`config.mk`:
```
export PLATFORM = sky130hd
export DESIGN_NAME = wb_arbiter
export DESIGN_NICKNAME = d
export VERILOG_FILES = /design/src/rtl/wb_arbiter.sv
export SDC_FILE = /design/constraint.sdc
export NUM_CORES = 1
export LEC_CHECK = 0
export BUFFER_PORTS_ARGS = -buffer_cell sky130_fd_sc_hd__buf_2
export CAP_MARGIN = 20
export CORE_ASPECT_RATIO = 0.9
export CORE_MARGIN = 1.5
export CORE_UTILIZATION = 25
export DETAILED_ROUTE_END_ITERATION = 6
export SLEW_MARGIN = 20
export SYNTH_ARGS = -nofsm -noshare
export SYNTH_HDL_FRONTEND = slang
export SYNTH_SLANG_ARGS = --single-unit
```
`constraint.sdc`:
```
create_clock -name cpu_clk -period 1.82 [get_ports cpu_clk]
set_input_delay 0.182 -clock cpu_clk [delete_from_list [all_inputs] [get_ports cpu_clk]]
set_output_delay 0.182 -clock cpu_clk [all_outputs]
set_load 0.005 [all_outputs]
```
`src/rtl/wb_arbiter.sv`:
```
// wb_arbiter: writeback-stage arbiter that merges NUM_SRC execution-unit results
// into one register-file write port.
//
// Ports:
//   cpu_clk, cpu_rst       clock, synchronous active-high reset
//   src_valid/dst/data     per-source result, flattened (source i at slice i)
//   src_ready              one-hot grant; a transfer is src_valid[i] && src_ready[i]
//   wb_stall               register-file port busy: no grant, write enable low
//   fwd_en/fwd_dst/fwd_out combinational view of the result accepted this cycle
//   we/dst/out             registered register-file write, one cycle after acceptance
//   conflict_cnt           saturating count of cycles with two or more valid sources
//
// Handshake: a source holds valid/dst/data stable until the cycle in which its
// src_ready is high; that cycle is the transfer. src_ready is a function of
// src_valid, wb_stall, cpu_rst and the round-robin pointer only.
module wb_arbiter #(
    parameter int NUM_SRC    = 2,
    parameter int DATA_W     = 16,
    parameter int REG_AW     = 4,
    parameter int ARB_MODE   = 0,
    parameter int DISCARD_R0 = 0,
    parameter int CNT_W      = 8
) (
    input  logic                      cpu_clk,
    input  logic                      cpu_rst,
    input  logic [NUM_SRC-1:0]        src_valid,
    input  logic [NUM_SRC*REG_AW-1:0] src_dst,
    input  logic [NUM_SRC*DATA_W-1:0] src_data,
    output logic [NUM_SRC-1:0]        src_ready,
    input  logic                      wb_stall,
    output logic                      fwd_en,
    output logic [REG_AW-1:0]         fwd_dst,
    output logic [DATA_W-1:0]         fwd_out,
    output logic                      we,
    output logic [REG_AW-1:0]         dst,
    output logic [DATA_W-1:0]         out,
    output logic [CNT_W-1:0]          conflict_cnt
);

    localparam int PTR_W = (NUM_SRC > 1) ? $clog2(NUM_SRC) : 1;

    logic [PTR_W-1:0]   rr_ptr_q, rr_ptr_d;
    logic               we_q, we_d;
    logic [REG_AW-1:0]  dst_q, dst_d;
    logic [DATA_W-1:0]  out_q, out_d;
    logic [CNT_W-1:0]   cnt_q, cnt_d;

    logic [NUM_SRC-1:0] upper_valid;
    logic [NUM_SRC-1:0] cand;
    logic [NUM_SRC-1:0] onehot;
    logic               found;
    logic [PTR_W-1:0]   winner;
    logic [REG_AW-1:0]  win_dst;
    logic [DATA_W-1:0]  win_data;
    logic               xfer;
    logic               multi_valid;

    // Round-robin reduces to a lowest-index search over a candidate set: the
    // valid sources at or above rr_ptr if any exist, otherwise all valid
    // sources (the wrap-around half).
    always_comb begin
        upper_valid = '0;
        for (int i = 0; i < NUM_SRC; i++) begin
            upper_valid[i] = src_valid[i] && (PTR_W'(i) >= rr_ptr_q);
        end
        cand = (ARB_MODE == 1 && (|upper_valid)) ? upper_valid : src_valid;
    end

    always_comb begin
        found    = 1'b0;
        winner   = '0;
        onehot   = '0;
        win_dst  = '0;
        win_data = '0;
        for (int i = 0; i < NUM_SRC; i++) begin
            if (!found && cand[i]) begin
                found    = 1'b1;
                winner   = PTR_W'(i);
                onehot   = '0;
                onehot[i] = 1'b1;
                win_dst  = src_dst[i*REG_AW +: REG_AW];
                win_data = src_data[i*DATA_W +: DATA_W];
            end
        end
    end

    // Reset and stall both block the grant, so fwd_en is already low in those
    // cycles and can drive the write-enable flop directly.
    always_comb begin
        xfer      = found && !cpu_rst && !wb_stall;
        src_ready = xfer ? onehot : '0;
        fwd_en    = xfer && ((DISCARD_R0 == 0) || (win_dst != '0));
        fwd_dst   = xfer ? win_dst : '0;
        fwd_out   = xfer ? win_data : '0;
    end

    // Clearing the lowest set bit leaves something only if two or more are set.
    assign multi_valid = |(src_valid & (src_valid - NUM_SRC'(1)));

    always_comb begin
        we_d     = fwd_en;
        dst_d    = fwd_en ? fwd_dst : dst_q;
        out_d    = fwd_en ? fwd_out : out_q;
        rr_ptr_d = rr_ptr_q;
        if (xfer) begin
            rr_ptr_d = (winner == PTR_W'(NUM_SRC - 1)) ? '0 : winner + PTR_W'(1);
        end
        cnt_d = cnt_q;
        if (!wb_stall && multi_valid && (cnt_q != '1)) begin
            cnt_d = cnt_q + CNT_W'(1);
        end
    end

    always_ff @(posedge cpu_clk) begin
        if (cpu_rst) begin
            rr_ptr_q <= '0;
            we_q     <= 1'b0;
            dst_q    <= '0;
            out_q    <= '0;
            cnt_q    <= '0;
        end else begin
            rr_ptr_q <= rr_ptr_d;
            we_q     <= we_d;
            dst_q    <= dst_d;
            out_q    <= out_d;
            cnt_q    <= cnt_d;
        end
    end

    assign we           = we_q;
    assign dst          = dst_q;
    assign out          = out_q;
    assign conflict_cnt = cnt_q;

endmodule

```
---- Word level (Yosys, flattened, before mapping) ----
Cells that the tools add are included.
cells by class
  mux-type cells .......................... 11
  add/sub/neg operators ................... 2
  bitwise operators ....................... 1
  equal/unequal tests ..................... 1
  reductions and logical operators ........ 9
operators with widths
  operator                                                             count
  16-bit two-way mux                                                   3
  4-bit two-way mux                                                    3
  8-bit by 1-bit adder with 8-bit output (second input constant)       1
  8-bit inequality test (second input constant)                        1
  1-bit logical AND                                                    5
  2-bit two-way mux                                                    2
  1-bit zero test                                                      3
  1-bit two-way mux                                                    3
  2-bit bitwise AND                                                    1
  2-bit OR reduction                                                   1
  2-bit by 1-bit subtractor with 2-bit output (second input constant)  1
word-level totals
  input bits .............................. 45
  register bits after elaboration ......... 29

---- Depth between registers and ports, before layout ----
  word-level depth ........................ 7
  gate-level depth with buffers ........... 5
  gate-level depth less buffers ........... 5

---- Worst setup path before layout ----
Ideal clock, no wire load.
  kind .................................... register to register
  start ................................... register cnt_q[0], in the netlist conflict_cnt[0]
  end ..................................... register cnt_q[3], in the netlist conflict_cnt[3]
  stages on the path, launching flop included .. 5
  library setup time ...................... 0.123 ns
  slack ................................... 0.528 ns
  data required time ...................... 1.697 ns
  path buffers ............................ 0
  arrival time ............................ 1.169 ns
  cell sequence ........................... dfxtp_1 -> ha_1 -> nand3_1 -> o21a_1 -> mux2_1
on the way
  longest elaborated chain between the ends .. 2
  elaborated cells between the ends (all ways) .. 3
ends and longest elaborated chain
  what                                                                                            RTL line  text
  start: declaration                                                                              46        logic [CNT_W-1:0] cnt_q, cnt_d;
  start signal: assignment                                                                        126       cnt_q <= cnt_d;
  parallel branches: the longest is 2 deep, another holds 8-bit by 1-bit adder with 8-bit output  -
Parallel ways; which one is timed is not known.
A chain may end at the register's enable or synchronous reset.

---- Final worst setup path ----
  start ................................... register cnt_q[0], in the netlist conflict_cnt[0]
  end ..................................... register cnt_q[1], in the netlist conflict_cnt[1]
The elaborated chain is that of the path after synthesis.

==> summary.md <==
| Metric | Value |
|---|---|
| Status | `complete, no violations` |
| Dpl cell area | `0.00201 mm²` |
| CP max FO | `5` |
| DR vias/cell | `4.39` |
| Cts hold-fix bufs | `0` |
| CORE AREA | `0.00563 mm²` |
| PortBufs | `96` |
| Internal power | `0.00103 W` |
| Crit end category | `register` |
| Root buf cell | `clkbuf_8` |
| Chip height | `75.0 µm` |
| Crit path DAT | `1.52 ns` |
| Sequential fraction of the synthesis area | `40.3%` |
| Clk slew on worst S/H paths | `0.06 ns` |
| Total Wirelength | `4.05 mm` |
| Fin util | `37.1%` |
| Worst vdd ir | `311 µV` |
| # fillers | `630` |
| Fmax | `733 MHz` |
| H-tree depth | `2` |
| GRT overflow | `0` |
| DRT iter0 DRCs | `32` |
| Vias post-DR | `1,619` |
| CTS tree | `built` |
| Switching share of power | `24.8%` |
| FF-to-FF setup slack | `0.46 ns` |
| Relative slew slack | `78.2%` |
| Clock Skews | `0.00241 ns` |
| #FFs+latches synth | `29` |
| Number of global-route vias before repair | `1,431` |
| Ys flop type | `dfxtp_1` |
| Post-route cell area | `0.00209 mm²` |
| Final Worst Setup Slack | `0.457 ns` |
| Synthesized area per cell | `7.19 µm²` |
| Clock Latency Late Sink | `0.27 ns` |
| Avg WL per Cell | `11.0 µm` |
| Post_cts resized | `0` |
| Routed Antenna Nets | `0` |
| Mapped Area | `0.00144 mm²` |
| Synth unique cells | `29` |
| CP peak stage delay | `0.38 ns` |
| Top-Level Pins | `97` |
| EDFF count, synth | `0` |
| Setup TNS | `0 ns` |
| Cts bufs inserted | `5` |
| Post-DP HPWL | `3.02 mm` |
| Initial antenna violation count | `0` |
| Worst-Margin Slew | `0.327 ns` |
| DR pass1 iterations | `4` |
| Post-Syn Instances | `200` |
| Die width | `83.0 µm` |
| Leakage | `1.22 nW` |
| Initial cell density of the core | `25.6%` |
| NetSw | `0.000340 W` |
| Pwr Density | `656 mW/mm²` |
| RePlAce Congestion | `0.823` |
| Largest net degree at the start of global routing | `31` |
| Post-layout nets | `344` |
| RSZ-0062 raised after global routing | `no` |
| Max clock buf depth | `2` |
| Full die area | `0.00622 mm²` |
| Num rows | `26` |
| Worst hold path class | `primary input to register` |
| Sequential Power Share | `48.7%` |
| DRC Markers | `0` |
| Post-synth net total | `246` |
| Kind of critical path | `register to register` |
| Maxcap violations | `0` |
| Gr usage total | `13.0%` |
| Clk pwr share | `36.0%` |
| Slew Limit Fails | `0` |
| Final worst path period share | `74.9%` |
| Share of cells above drive strength 1 | `37.5%` |
| Minimum clock period | `1.36 ns` |
| Post-CTS Setup Repair Bufs | `0` |
| Final setup viols | `0` |
| Num Clock Sinks | `29` |
| Synth-to-Final Area Change | `45.1%` |
| Final hold violation count | `0` |
| Max stage delay cell, worst path | `dfxtp_1` |
| Yosys warnings | `0` |
| Startpoint Class | `register` |
| Required @ worst endpoint | `1.97 ns` |
| Worst slack, placed | `0.264 ns` |
| Critical path, cell by cell | `ha_1 > nand3_1 > o21ai_1 > mux2i_1 > nor2_1` |
| Ys async rst share | `0%` |
| Antenna Cells | `0` |
| Combinational group share of total power | `15.3%` |
| First-pass GRT wire length | `6.52 mm` |
placed cells by master (no fill, tap or decap):
| cell | n |
|---|---|
| and3_1 | 3 |
| nor3b_1 | 1 |
| clkbuf_1 | 3 |
| buf_4 | 6 |
| inv_1 | 21 |
| or2_1 | 2 |
| dfxtp_1 | 29 |
| and3b_2 | 1 |
| mux2i_1 | 1 |
| clkbuf_8 | 5 |
| buf_2 | 96 |
| a311oi_1 | 3 |
| and4_4 | 1 |
| nor2_1 | 5 |
| and2_1 | 1 |
| a31oi_1 | 1 |
| nand3_1 | 1 |
| a21oi_1 | 24 |
| o21a_1 | 1 |
| nand4_1 | 1 |
| a21o_1 | 20 |
| nor2b_2 | 1 |
| xor2_1 | 2 |
| o21ai_1 | 1 |
| mux2_1 | 1 |
| ha_1 | 1 |
| nor2b_1 | 2 |
| a211oi_1 | 1 |
| nand2_1 | 61 |
| o211ai_1 | 1 |
| inv_2 | 2 |
power groups by stage:
stage | clock (W) | combinational (W) | sequential, W
2_1_floorplan | 0 | 0.0000978 | 0.000683
3_3_place_gp | 0 | 0.000212 | 0.000680
3_5_place_dp | 0 | 0.000215 | 0.000681
4_1_cts | 0.000528 | 0.000215 | 0.000667
5_1_grt | 0.000565 | 0.000239 | 0.000669
6_report | 0.000493 | 0.000209 | 0.000667
cells by family after synthesis:
family,synth area share (%)
xor gates and xnor gates,1.22
AOI/OAI and AO/OA,23.0
DFF,40.3
buffers and inverters,9.22
muxes,1.48
and+or+nand+nor,23.9
adders and majority gates,0.869
sequential cells by signal, summed over array words and instances, names as in the netlist:
name          cells
conflict_cnt      8
dst               4
out              16
we                1
per-layer routing:
metal | part of all wire, % | track usage (%)
met1 | 47 | 16.1
met2 | 46 | 22.1
met3 | 6.0 | 3.18
met4 | 1.1 | 5.56
met5 | 0 | 0
cell type report:
type                            instances  area, µm²  share of cell area [%]
Inverter                               23       86.3                    4.13
Tap cell                               70       87.6                    4.19
Timing Repair Buffer                  102        526                    25.2
Multi-Input combinational cell        137        728                    34.9
Clock buffer                            8       80.1                    3.83
Sequential cell                        29        581                    27.8
Yosys cell counts (2+ instances only):
master / instances / area share [%]
nand2_1: 61 / 16
dfxtp_1: 29 / 40
a21oi_1: 24 / 8.3
inv_1: 21 / 5.5
a21o_1: 20 / 10
clkbuf_1: 6 / 1.6
nor2_1: 5 / 1.3
buf_2: 4 / 1.4
a311oi_1: 3 / 1.8
and3_1: 3 / 1.3
nor2b_1: 3 / 1.3
inv_2: 2 / 0.52
or2_1: 2 / 0.87
xor2_1: 2 / 1.2
path summary, 6_finish.rpt:
check,startpoint,to,cells after the start
max reg2reg,conflict_cnt[0],conflict_cnt[1],5
min,src_data[28],out[12],4
min reg2reg,out[15],out[15],2
max,conflict_cnt[0],conflict_cnt[1],5
per-stage QoR:
stage               hold slack [ns]  power, W  instances
floorplan                     0.390  0.000781        200
global placement              0.439  0.000892        361
detailed placement            0.443  0.000895        361
CTS                           0.263   0.00141        369
global route                  0.276   0.00147        369
finish                        0.270   0.00137        369
worst max-delay path, delay by kind of cell, from the launching register on:
family	cells	cell delay, ns
DFF	1	0.38
AOI/OAI and AO/OA	1	0.25
adders and majority gates	1	0.24
muxes	1	0.21
and+or+nand+nor	2	0.16
(Power assumes the default switching activity.)
